$ cat config.mk
export PLATFORM = sky130hd
export DESIGN_NAME = lvds_echo_responder
export DESIGN_NICKNAME = d
export VERILOG_FILES = /design/src/rtl/lvds_echo_pkg.sv /design/src/rtl/echo_fifo.sv /design/src/rtl/lvds_echo_responder.sv
export SDC_FILE = /design/constraint.sdc
export NUM_CORES = 1
export LEC_CHECK = 0
export CORE_ASPECT_RATIO = 0.8
export CORE_UTILIZATION = 35
export DETAILED_ROUTE_END_ITERATION = 10
export SYNTH_ARGS = -nofsm -noshare
export SYNTH_HDL_FRONTEND = slang
export SYNTH_SLANG_ARGS = --single-unit
$ cat constraint.sdc
create_clock -name CLK -period 5.85 [get_ports CLK]
set_clock_uncertainty 0.15 [all_clocks]
set_input_delay 0.585 -clock CLK [delete_from_list [all_inputs] [get_ports CLK]]
set_output_delay 0.585 -clock CLK [all_outputs]
set_load 0.1 [all_outputs]
$ cat src/rtl/lvds_echo_pkg.sv
// Shared types and constants for the LVDS echo responder: FSM encodings,
// frame framing constants and a saturating counter helper.
package lvds_echo_pkg;

    typedef enum logic [1:0] {
        R_IDLE = 2'd0,
        R_HI   = 2'd1,
        R_LO   = 2'd2
    } rx_state_e;

    typedef enum logic [1:0] {
        T_IDLE = 2'd0,
        T_SYNC = 2'd1,
        T_HI   = 2'd2,
        T_LO   = 2'd3
    } tx_state_e;

    // Both FSM state registers live in one struct so a checker can bind to it.
    typedef struct packed {
        rx_state_e rx;
        tx_state_e tx;
    } echo_state_t;

    localparam logic [3:0]  DEFAULT_SYNC_NIBBLE = 4'hA;
    localparam int unsigned FRAME_LEN           = 3;

    function automatic logic [7:0] sat_inc8(input logic [7:0] v);
        return (v == 8'hFF) ? v : v + 8'd1;
    endfunction

endpackage

$ cat src/rtl/echo_fifo.sv
// Single-clock byte FIFO; pointers carry an extra wrap bit so full and empty
// are distinguished without a separate flag. Level is kept as its own register.
module echo_fifo #(
    parameter int unsigned WIDTH = 8,
    parameter int unsigned DEPTH = 8
) (
    input  logic             i_clk,
    input  logic             i_rst_n,
    input  logic             i_push,
    input  logic [WIDTH-1:0] i_wdata,
    input  logic             i_pop,
    output logic [WIDTH-1:0] o_rdata,
    output logic             o_full,
    output logic             o_empty,
    output logic [4:0]       o_level
);

    localparam int unsigned AW = (DEPTH > 1) ? $clog2(DEPTH) : 1;

    logic [AW:0]      r_wr_ptr;
    logic [AW:0]      r_rd_ptr;
    logic [4:0]       r_level;
    logic [WIDTH-1:0] r_mem [DEPTH];
    logic             w_push;
    logic             w_pop;

    assign o_empty = (r_wr_ptr == r_rd_ptr);
    assign o_full  = (r_wr_ptr[AW] != r_rd_ptr[AW]) &&
                     (r_wr_ptr[AW-1:0] == r_rd_ptr[AW-1:0]);
    assign w_push  = i_push && !o_full;
    assign w_pop   = i_pop && !o_empty;
    assign o_rdata = r_mem[r_rd_ptr[AW-1:0]];
    assign o_level = r_level;

    always_ff @(posedge i_clk or negedge i_rst_n) begin
        if (!i_rst_n) begin
            r_wr_ptr <= '0;
            r_rd_ptr <= '0;
            r_level  <= '0;
        end else begin
            if (w_push) r_wr_ptr <= r_wr_ptr + (AW+1)'(1);
            if (w_pop)  r_rd_ptr <= r_rd_ptr + (AW+1)'(1);
            r_level <= r_level + 5'(w_push) - 5'(w_pop);
        end
    end

    always_ff @(posedge i_clk) begin
        if (w_push) r_mem[r_wr_ptr[AW-1:0]] <= i_wdata;
    end

endmodule

$ cat src/rtl/lvds_echo_responder.sv
// Far-end echo responder: reassembles SYNC/HI/LO nibble frames into bytes,
// buffers them and replays each byte on the return lanes with the same framing.
module lvds_echo_responder
    import lvds_echo_pkg::*;
#(
    parameter int unsigned FIFO_DEPTH  = 8,
    parameter logic [3:0]  SYNC_NIBBLE = DEFAULT_SYNC_NIBBLE,
    parameter int unsigned CNT_W       = 16
) (
    input  logic             CLK,
    input  logic             RST_N,
    input  logic [3:0]       rx_data,
    input  logic             rx_valid,
    input  logic             loop_en,
    output logic [3:0]       tx_data,
    output logic             tx_valid,
    output logic [CNT_W-1:0] rx_byte_cnt,
    output logic [7:0]       frame_err_cnt,
    output logic [7:0]       ovf_cnt,
    output logic [4:0]       fifo_level
);

    echo_state_t      r_state;
    logic [3:0]       r_rx_hi;
    logic [7:0]       r_tx_byte;
    logic [3:0]       r_tx_data;
    logic             r_tx_valid;
    logic [CNT_W-1:0] r_rx_byte_cnt;
    logic [7:0]       r_frame_err_cnt;
    logic [7:0]       r_ovf_cnt;

    rx_state_e        w_rx_next;
    tx_state_e        w_tx_next;
    logic             w_hi_load;
    logic             w_byte_done;
    logic             w_stray;
    logic             w_push;
    logic             w_ovf;
    logic             w_pop;
    logic [7:0]       w_byte;
    logic [7:0]       w_fifo_rdata;
    logic             w_fifo_full;
    logic             w_fifo_empty;
    logic [4:0]       w_fifo_level;
    logic [3:0]       w_tx_data_next;
    logic             w_tx_valid_next;

    // RX framing: state only moves on a valid nibble, so gaps never break a frame.
    always_comb begin
        w_rx_next   = r_state.rx;
        w_hi_load   = 1'b0;
        w_byte_done = 1'b0;
        w_stray     = 1'b0;
        if (rx_valid) begin
            case (r_state.rx)
                R_IDLE: begin
                    if (rx_data == SYNC_NIBBLE) w_rx_next = R_HI;
                    else                        w_stray   = 1'b1;
                end
                R_HI: begin
                    w_hi_load = 1'b1;
                    w_rx_next = R_LO;
                end
                R_LO: begin
                    w_byte_done = 1'b1;
                    w_rx_next   = R_IDLE;
                end
                default: w_rx_next = R_IDLE;
            endcase
        end
    end

    assign w_byte = {r_rx_hi, rx_data};
    // Full is judged on registered occupancy, so a same-cycle pop never frees room.
    assign w_push = w_byte_done && loop_en && !w_fifo_full;
    assign w_ovf  = w_byte_done && loop_en &&  w_fifo_full;

    // TX sequencing: no backpressure, and T_LO chains straight into the next frame.
    always_comb begin
        w_tx_next       = r_state.tx;
        w_pop           = 1'b0;
        w_tx_data_next  = 4'h0;
        w_tx_valid_next = 1'b0;
        case (r_state.tx)
            T_IDLE: begin
                if (!w_fifo_empty) begin
                    w_pop     = 1'b1;
                    w_tx_next = T_SYNC;
                end
            end
            T_SYNC: w_tx_next = T_HI;
            T_HI:   w_tx_next = T_LO;
            T_LO: begin
                if (!w_fifo_empty) begin
                    w_pop     = 1'b1;
                    w_tx_next = T_SYNC;
                end else begin
                    w_tx_next = T_IDLE;
                end
            end
            default: w_tx_next = T_IDLE;
        endcase
        case (w_tx_next)
            T_SYNC: begin
                w_tx_data_next  = SYNC_NIBBLE;
                w_tx_valid_next = 1'b1;
            end
            T_HI: begin
                w_tx_data_next  = r_tx_byte[7:4];
                w_tx_valid_next = 1'b1;
            end
            T_LO: begin
                w_tx_data_next  = r_tx_byte[3:0];
                w_tx_valid_next = 1'b1;
            end
            default: begin
                w_tx_data_next  = 4'h0;
                w_tx_valid_next = 1'b0;
            end
        endcase
    end

    always_ff @(posedge CLK or negedge RST_N) begin
        if (!RST_N) begin
            r_state.rx      <= R_IDLE;
            r_state.tx      <= T_IDLE;
            r_rx_hi         <= 4'h0;
            r_tx_byte       <= 8'h00;
            r_tx_data       <= 4'h0;
            r_tx_valid      <= 1'b0;
            r_rx_byte_cnt   <= '0;
            r_frame_err_cnt <= 8'h00;
            r_ovf_cnt       <= 8'h00;
        end else begin
            r_state.rx <= w_rx_next;
            r_state.tx <= w_tx_next;
            r_tx_data  <= w_tx_data_next;
            r_tx_valid <= w_tx_valid_next;
            if (w_hi_load) r_rx_hi         <= rx_data;
            if (w_pop)     r_tx_byte       <= w_fifo_rdata;
            if (w_push)    r_rx_byte_cnt   <= r_rx_byte_cnt + CNT_W'(1);
            if (w_stray)   r_frame_err_cnt <= sat_inc8(r_frame_err_cnt);
            if (w_ovf)     r_ovf_cnt       <= sat_inc8(r_ovf_cnt);
        end
    end

    echo_fifo #(
        .WIDTH (8),
        .DEPTH (FIFO_DEPTH)
    ) u_fifo (
        .i_clk   (CLK),
        .i_rst_n (RST_N),
        .i_push  (w_push),
        .i_wdata (w_byte),
        .i_pop   (w_pop),
        .o_rdata (w_fifo_rdata),
        .o_full  (w_fifo_full),
        .o_empty (w_fifo_empty),
        .o_level (w_fifo_level)
    );

    assign tx_data       = r_tx_data;
    assign tx_valid      = r_tx_valid;
    assign rx_byte_cnt   = r_rx_byte_cnt;
    assign frame_err_cnt = r_frame_err_cnt;
    assign ovf_cnt       = r_ovf_cnt;
    assign fifo_level    = w_fifo_level;

endmodule

==> results of run 1 <==
[state kept, by name, summed over array words and instances (netlist names)]
signal	count
r_state	4
ovf_cnt	8
r_tx_byte	8
u_fifo.r_wr_ptr	4
u_fifo.o_level	5
tx_data	4
u_fifo.r_rd_ptr	4
r_rx_hi	4
rx_byte_cnt	16
u_fifo.r_mem	64
tx_valid	1
frame_err_cnt	8
[power groups by stage]
stage	logic, mW	registers, mW	clock network [mW]
after floorplan	0.686	1.70	0
after global placement	1.36	1.33	0
after detailed placement	1.38	1.34	0
after CTS	1.38	1.32	1.03
after global routing	1.48	1.34	1.07
final	1.37	1.31	1.01
[worst register-to-register path: stages, from the launching register on]
cell      delay (ns)
dfrtp_1         0.92
xnor2_2         0.26
a41oi_2         1.00
nand2b_1        0.29
nor3_1          0.85
[path summary, 6_finish.rpt]
check / start / end / depth (start not counted)
setup / recovery: u_fifo.r_rd_ptr[2]$_DFFE_PN0P_ / u_fifo.r_mem[0][5]$_DFFE_PP_ / 4
hold / removal: RST_N / r_rx_hi[2]$_DFFE_PN0P_ / 2
setup reg to reg: u_fifo.r_rd_ptr[2]$_DFFE_PN0P_ / u_fifo.r_mem[0][5]$_DFFE_PP_ / 4
hold reg to reg: rx_byte_cnt[15]$_DFFE_PN0P_ / rx_byte_cnt[15]$_DFFE_PN0P_ / 1
max in group asynchronous: RST_N / r_tx_byte[6]$_DFFE_PN0P_ / 2
min in group CLK: rx_byte_cnt[15]$_DFFE_PN0P_ / rx_byte_cnt[15]$_DFFE_PN0P_ / 1
[kinds of logic after synthesis]
kind of cell / count (synthesis)
AOI/OAI and AO/OA: 27
DFF: 130
buffers and inverters: 29
muxes: 34
xor gates and xnor gates: 44
adders and majority gates: 15
and+or+nand+nor: 84
[through the flow]
stage | std cells | hold slack (ns)
2_1_floorplan | 363 | 0.139
3_3_place_gp | 613 | 0.316
3_5_place_dp | 613 | 0.320
4_1_cts | 644 | 0.245
5_1_grt | 644 | 0.272
6_report | 644 | 0.198
[area by class of cell]
cell class                      instances  share of cell area (%)
Sequential cell                       130                    52.7
Multi-Input combinational cell        204                    26.7
Timing Repair Buffer                   51                    7.39
Clock buffer                           17                    6.28
Tap cell                              210                    3.88
Clock inverter                         14                    2.07
Inverter                               18                   0.997
[metal layers]
layer  wire, um  up-vias  share of wire (%)  global-route usage [%]
met5          0        -                  0                       0
met4         93        0               0.87                    5.59
met3        621        9                5.8                    5.02
met2       4530       84                 42                    19.6
met1       5490     1534                 51                    21.7
li1           -     1459                  -                       -
[cell usage in the layout, fill, tap and decap left out, types with 11 or more instances in the layout]
cell type	n
nor2_1	17
clkdlybuf4s50_1	48
nand2_1	11
xnor2_1	29
inv_1	18
nand4_1	13
ha_1	14
dfrtp_1	66
xor2_1	13
clkbuf_16	17
a21oi_1	13
edfxtp_1	64
mux4_2	16
==> summary.txt, run 1 <==
Yosys
  • Mux share of post-synthesis cell area: between 10% and 20%
  • Yosys cell types: 43
  • Syn Inst Count: between 300 and 400
  • Compound-Gate Fraction of Synth Area: ~3.3%
  • Synth Warn #: 0
  • Synth top area share: roughly a third
  • XOR/XNOR share of the synthesized area: under 10%
  • Largest family of logic cells by synthesized area: multiplexers
  • Post-Syn Area: about 0.0055 mm2
  • Most common cell in the netlist: dfrtp_1
  • Post-Synth Adder-Cell Area: 3.55%
  • Main flop type after synthesis: dfrtp_1
  • Register area share after synthesis: approximately 65%
  • Commonest cells post-synth: dfrtp_1 (66), edfxtp_1 (64), xnor2_1 (29)
  • Number of flops mapped to enable cells by yosys: 64
  • Seq cells post-synth: between 100 and 150
  • Share of flip-flops with an asynchronous set or reset: 50.8%
  • Dominant cell type by area after synthesis: edfxtp_1
  • Simple-Gate Fraction of Synth Area: 8.58%
  • Synth top area cells: edfxtp_1 (35%), dfrtp_1 (30%), mux4_2 (6.6%)
  • Syn nets: 386
  • Mapped Avg Cell Area: between 15 and 20 um2

Global route
  • Vias in the first global route: 3144
  • Largest net degree at the start of global routing: 67
  • Total global routing overflow: 0
  • Gr usage total: around 15%
  • Number of antenna violations at the first check in global routing: 0
  • First-pass GRT wire length: 17300 um

Cells and area
  • Fin util: between 40% and 50%
  • Area of the multi-input gates: between 0.0015 and 0.002 mm2
  • Layout cells sized above 1: about 15%
  • Area grow syn2layout: 23.3%
  • Net count, final: approximately 450
  • Fill cells: approximately 1300
  • Fin area: between 0.006 and 0.007 mm2
  • Register area: between 0.003 and 0.004 mm2
  • Antenna diode count: 0

Place
  • Buffers on Ports: 49
  • Detail Placement HPWL: 7270 um
  • Post-place setup slack: ~1.9 ns
  • Placed cell areas: 0.00621 mm2
  • GP Congestion: between 0.7 and 0.8

Clock network
  • Clk sinks: between 100 and 150
  • CTS tree: yes
  • Setup Buffers After CTS: 0
  • Clk Latency, worst-skew pair: a little over 0.4 ns
  • Num CTS Buffers: 17
  • Max Buffers Root-to-Sink: 2
  • Root Driver: clkbuf_16
  • Reg clk slew, reported paths: 0.06 ns
  • Gates resized, CTS repair: 0
  • Hold_buf cts: 0
  • H-tree levels: 4

Timing
  • PnR worst setup slack: 2.01 ns
  • RSZ-0062 raised after global routing: no
  • Least-Margin Pin Slew: 1.15 ns
  • Fin Setup TNS: 0 ns
  • Final hold vios: 0
  • Fmax: between 0.2 and 0.3 GHz
  • Final Max Tran Viols: 0
  • Minimum clock period: around 3.8 ns
  • Final worst-path cycle share: around two thirds
  • Slew margin rel.: 23.3%
  • Final Setup Violations: 0

Critical path
  • Startpoint class of the critical path: register
  • Crit end category: register
  • Top Family by Delay on Critical Path: simple AND/OR/NAND/NOR gates
  • Critical path fanouts, max: 23
  • Slowest cell on crit path: a41oi_2
  • Critical Path RT: approximately 5.7 ns
  • Slowest Stage Delay on Critical Path: 1.00 ns
  • Arrival time of the worst setup path: about 3.7 ns
  • CP bufs+invs: 0
  • Crit-path cells: xnor2_2 -> a41oi_2 -> nand2b_1 -> nor3_1
  • Critical path class: reg -> reg
  • R2R Setup Slk: about 2.0 ns

Routing
  • Via density: approximately 4.8
  • Initial DRC Count: ~170
  • Drt drc: 0
  • Total number of vias: between 3000 and 4000
  • Post-DR wirelength/cell: 16.7 um
  • Drt total wl: between 10000 and 15000 um
  • DRT Pass-1 Iters: 6
  • ANT nets after route: 0

Pwr
  • P_leak: around 2.6 nW
  • Part of the power in the clock network: between 20% and 30%
  • Sequential Power Share: 35.6%
  • Pwr Density: roughly 540 mW/mm2
  • Power Total: ~3.7 mW
  • Internal power: between 2 and 2.5 mW
  • Sw Pwr: ~1.5 mW
  • Switching share of power: 39.5%
  • Maximum vdd drop: 0.511 mV
  • Combinational share of power: 37.1%

Floorplanning
  • Area of the core: roughly 0.015 mm2
  • Std cell rows: 40
  • Ports: 50
  • Die Span X: around 140 um
  • Die Span Y: between 100 and 150 um
  • Die area: between 0.015 and 0.02 mm2
  • Initial Util: between 30% and 40%

Run status
  • Status: complete, no violations

Flow run
  • Total of max-cap violations: 0

Worst hold path
  • Worst hold path class: in -> async
No activity file was read; power rests on OpenSTA's default activity.
==> inputs of run 2 (changes only) <==
==> constraint.sdc (replaced) <==
create_clock -name CLK -period 3.3 [get_ports CLK]
set_clock_uncertainty 0.15 [all_clocks]
set_input_delay 0.33 -clock CLK [delete_from_list [all_inputs] [get_ports CLK]]
set_output_delay 0.33 -clock CLK [all_outputs]
set_load 0.1 [all_outputs]
==> run 2 against run 1 <==
Compared with the run above: critical path depth grew 7; count of clock-buffer cells in the layout grew 2; worst setup slack lost 1.4 ns; wire length shrank 3.9%; final cell count grew 2.3%; combinational power grew 85%.
==> summary.txt, run 2 (synthesis results as in run 1) <==
Routing
  • ANT nets after route: 0
  • Total number of vias: roughly 3200
  • Initial DRC Count: between 150 and 200
  • Drt total wl: between 10000 and 15000 um
  • Via density: between 4 and 5
  • Post-DR wirelength/cell: around 16 um
  • Drt drc: 0
  • DRT Pass-1 Iters: 5

Flow run
  • Total of max-cap violations: 0

Critical path
  • Slowest Stage Delay on Critical Path: about 0.45 ns
  • Slowest cell on crit path: dfrtp_1
  • Reg-to-reg startpoint: u_fifo.r_wr_ptr[0]$_DFFE_PN0P_
  • Critical path class: reg -> reg
  • Arrival time of the worst setup path: approximately 2.8 ns
  • Crit end category: register
  • Top Family by Delay on Critical Path: adder cells
  • Startpoint class of the critical path: register
  • CP most frequent cell: inv_1
  • CP bufs+invs: 3
  • Critical path fanouts, max: 6
  • Worst Setup SP: u_fifo.r_wr_ptr[0]$_DFFE_PN0P_
  • Critical Path RT: 3.44 ns
  • Crit-path cells: xnor2_1 -> a41oi_2 -> ha_1 -> inv_1 -> ha_1 -> inv_1 -> fa_1 -> inv_1 -> a21o_1 -> a21oi_1 -> xnor2_1

Timing
  • Fmax: 0.373 GHz
  • Final worst-path cycle share: about four fifths
  • Final hold vios: 0
  • Fin Setup TNS: 0 ns
  • RSZ-0062 raised after global routing: no
  • Least-Margin Pin Slew: 0.990 ns
  • Slew margin rel.: between 30% and 40%
  • Minimum clock period: ~2.7 ns
  • Final Setup Violations: 0
  • Final Max Tran Viols: 0

Clock network
  • Setup Buffers After CTS: 0
  • H-tree levels: 4
  • Max Buffers Root-to-Sink: 2
  • Clk sinks: 130
  • CTS tree: yes
  • Num CTS Buffers: 17
  • Hold_buf cts: 1
  • Reg clk slew, reported paths: ~0.050 ns
  • Root Driver: clkbuf_16
  • Clk Latency, worst-skew pair: between 0.4 and 0.5 ns
  • Gates resized, CTS repair: 0

Pwr
  • Power Total: 6.69 mW
  • Maximum vdd drop: 0.801 mV
  • Pwr Density: between 900 and 1000 mW/mm2
  • P_leak: between 2 and 3 nW

Floorplanning
  • Initial Util: 36.2%
  • Std cell rows: 40
  • Die area: between 0.015 and 0.02 mm2
  • Die Span X: between 100 and 150 um
  • Die Span Y: roughly 110 um
  • Ports: 50
  • Area of the core: 0.0152 mm2

Cells and area
  • Fill cells: around 1300
  • Antenna diode count: 0
  • Net count, final: 459
  • Layout cells sized above 1: between 10% and 20%
  • Commonest cells after routing, fill and taps aside: dfrtp_1 (66), edfxtp_1 (64), clkdlybuf4s50_1 (44), xnor2_1 (29), buf_4 (19)
  • Area of the multi-input gates: around 0.0018 mm2
  • Max FFs per register: 64
  • Register area: roughly 0.0036 mm2
  • Most common cell after layout, fill and taps aside: dfrtp_1
  • Area grow syn2layout: 25.7%

Worst hold path
  • Worst hold path class: in -> async

Global route
  • Gr usage total: between 10% and 20%
  • Number of antenna violations at the first check in global routing: 0
  • First-pass GRT wire length: 17200 um
  • Largest net degree at the start of global routing: 29
  • Total global routing overflow: 0
  • Vias in the first global route: ~3300

Run status
  • Status: complete, no violations

Place
  • Detail Placement HPWL: around 7000 um
  • Buffers on Ports: a little under 50
  • GP Congestion: between 0.7 and 0.8
run 2: final timing paths:
| check | endpoint | slack [ns] | cells after the start |
|---|---|---|---|
| worst max-delay path | u_fifo.o_level[4]$_DFF_PN0_ | 0.62 | 11 |
| worst min-delay path | r_rx_hi[2]$_DFFE_PN0P_ | 0.33 | 2 |
| worst max register to register | u_fifo.o_level[4]$_DFF_PN0_ | 0.62 | 11 |
| worst min register to register | rx_byte_cnt[15]$_DFFE_PN0P_ | 0.33 | 1 |
| max in group asynchronous | r_state[1]$_DFF_PN0_ | 1.91 | 3 |
| min in group CLK | rx_byte_cnt[15]$_DFFE_PN0P_ | 0.33 | 1 |
run 2: power by group:
group	internal, mW	switching (mW)	leakage (nW)
Combinational	0.887	1.64	1.04
Clock	1.25	0.654	0.291
Sequential	2.00	0.257	1.42
run 2: per-stage QoR:
step                      area, um2  instances  hold WS (ns)  util, %  worst slack [ns]
final                          6910        659         0.327     45.6             0.617
after global routing           6910        659         0.355     45.6             0.433
after floorplan                5500        363        -0.116        -             0.441
after global placement         6300        626         0.240     41.5             0.621
after CTS                      6910        659         0.336     45.6             0.612
after detailed placement       6300        626         0.243     41.5             0.593
run 2: metal layers:
layer	vias to the layer above	global-route usage, %	part of all wire [%]	wire (um)
li1	1494	-	-	-
met1	1606	19.4	48	4910
met2	72	21.6	46	4710
met3	11	4.27	5.6	581
met4	0	6.45	1.2	119
met5	-	0	0	0
run 2: layout make-up:
type                       instances  area share, %
timing repair buffer              65           8.66
sequential                       130           51.7
multi-input combinational        204           26.2
clock inverter                    13           2.41
tap                              210           3.80
clock buffer                      19           6.27
inverter                          18          0.978
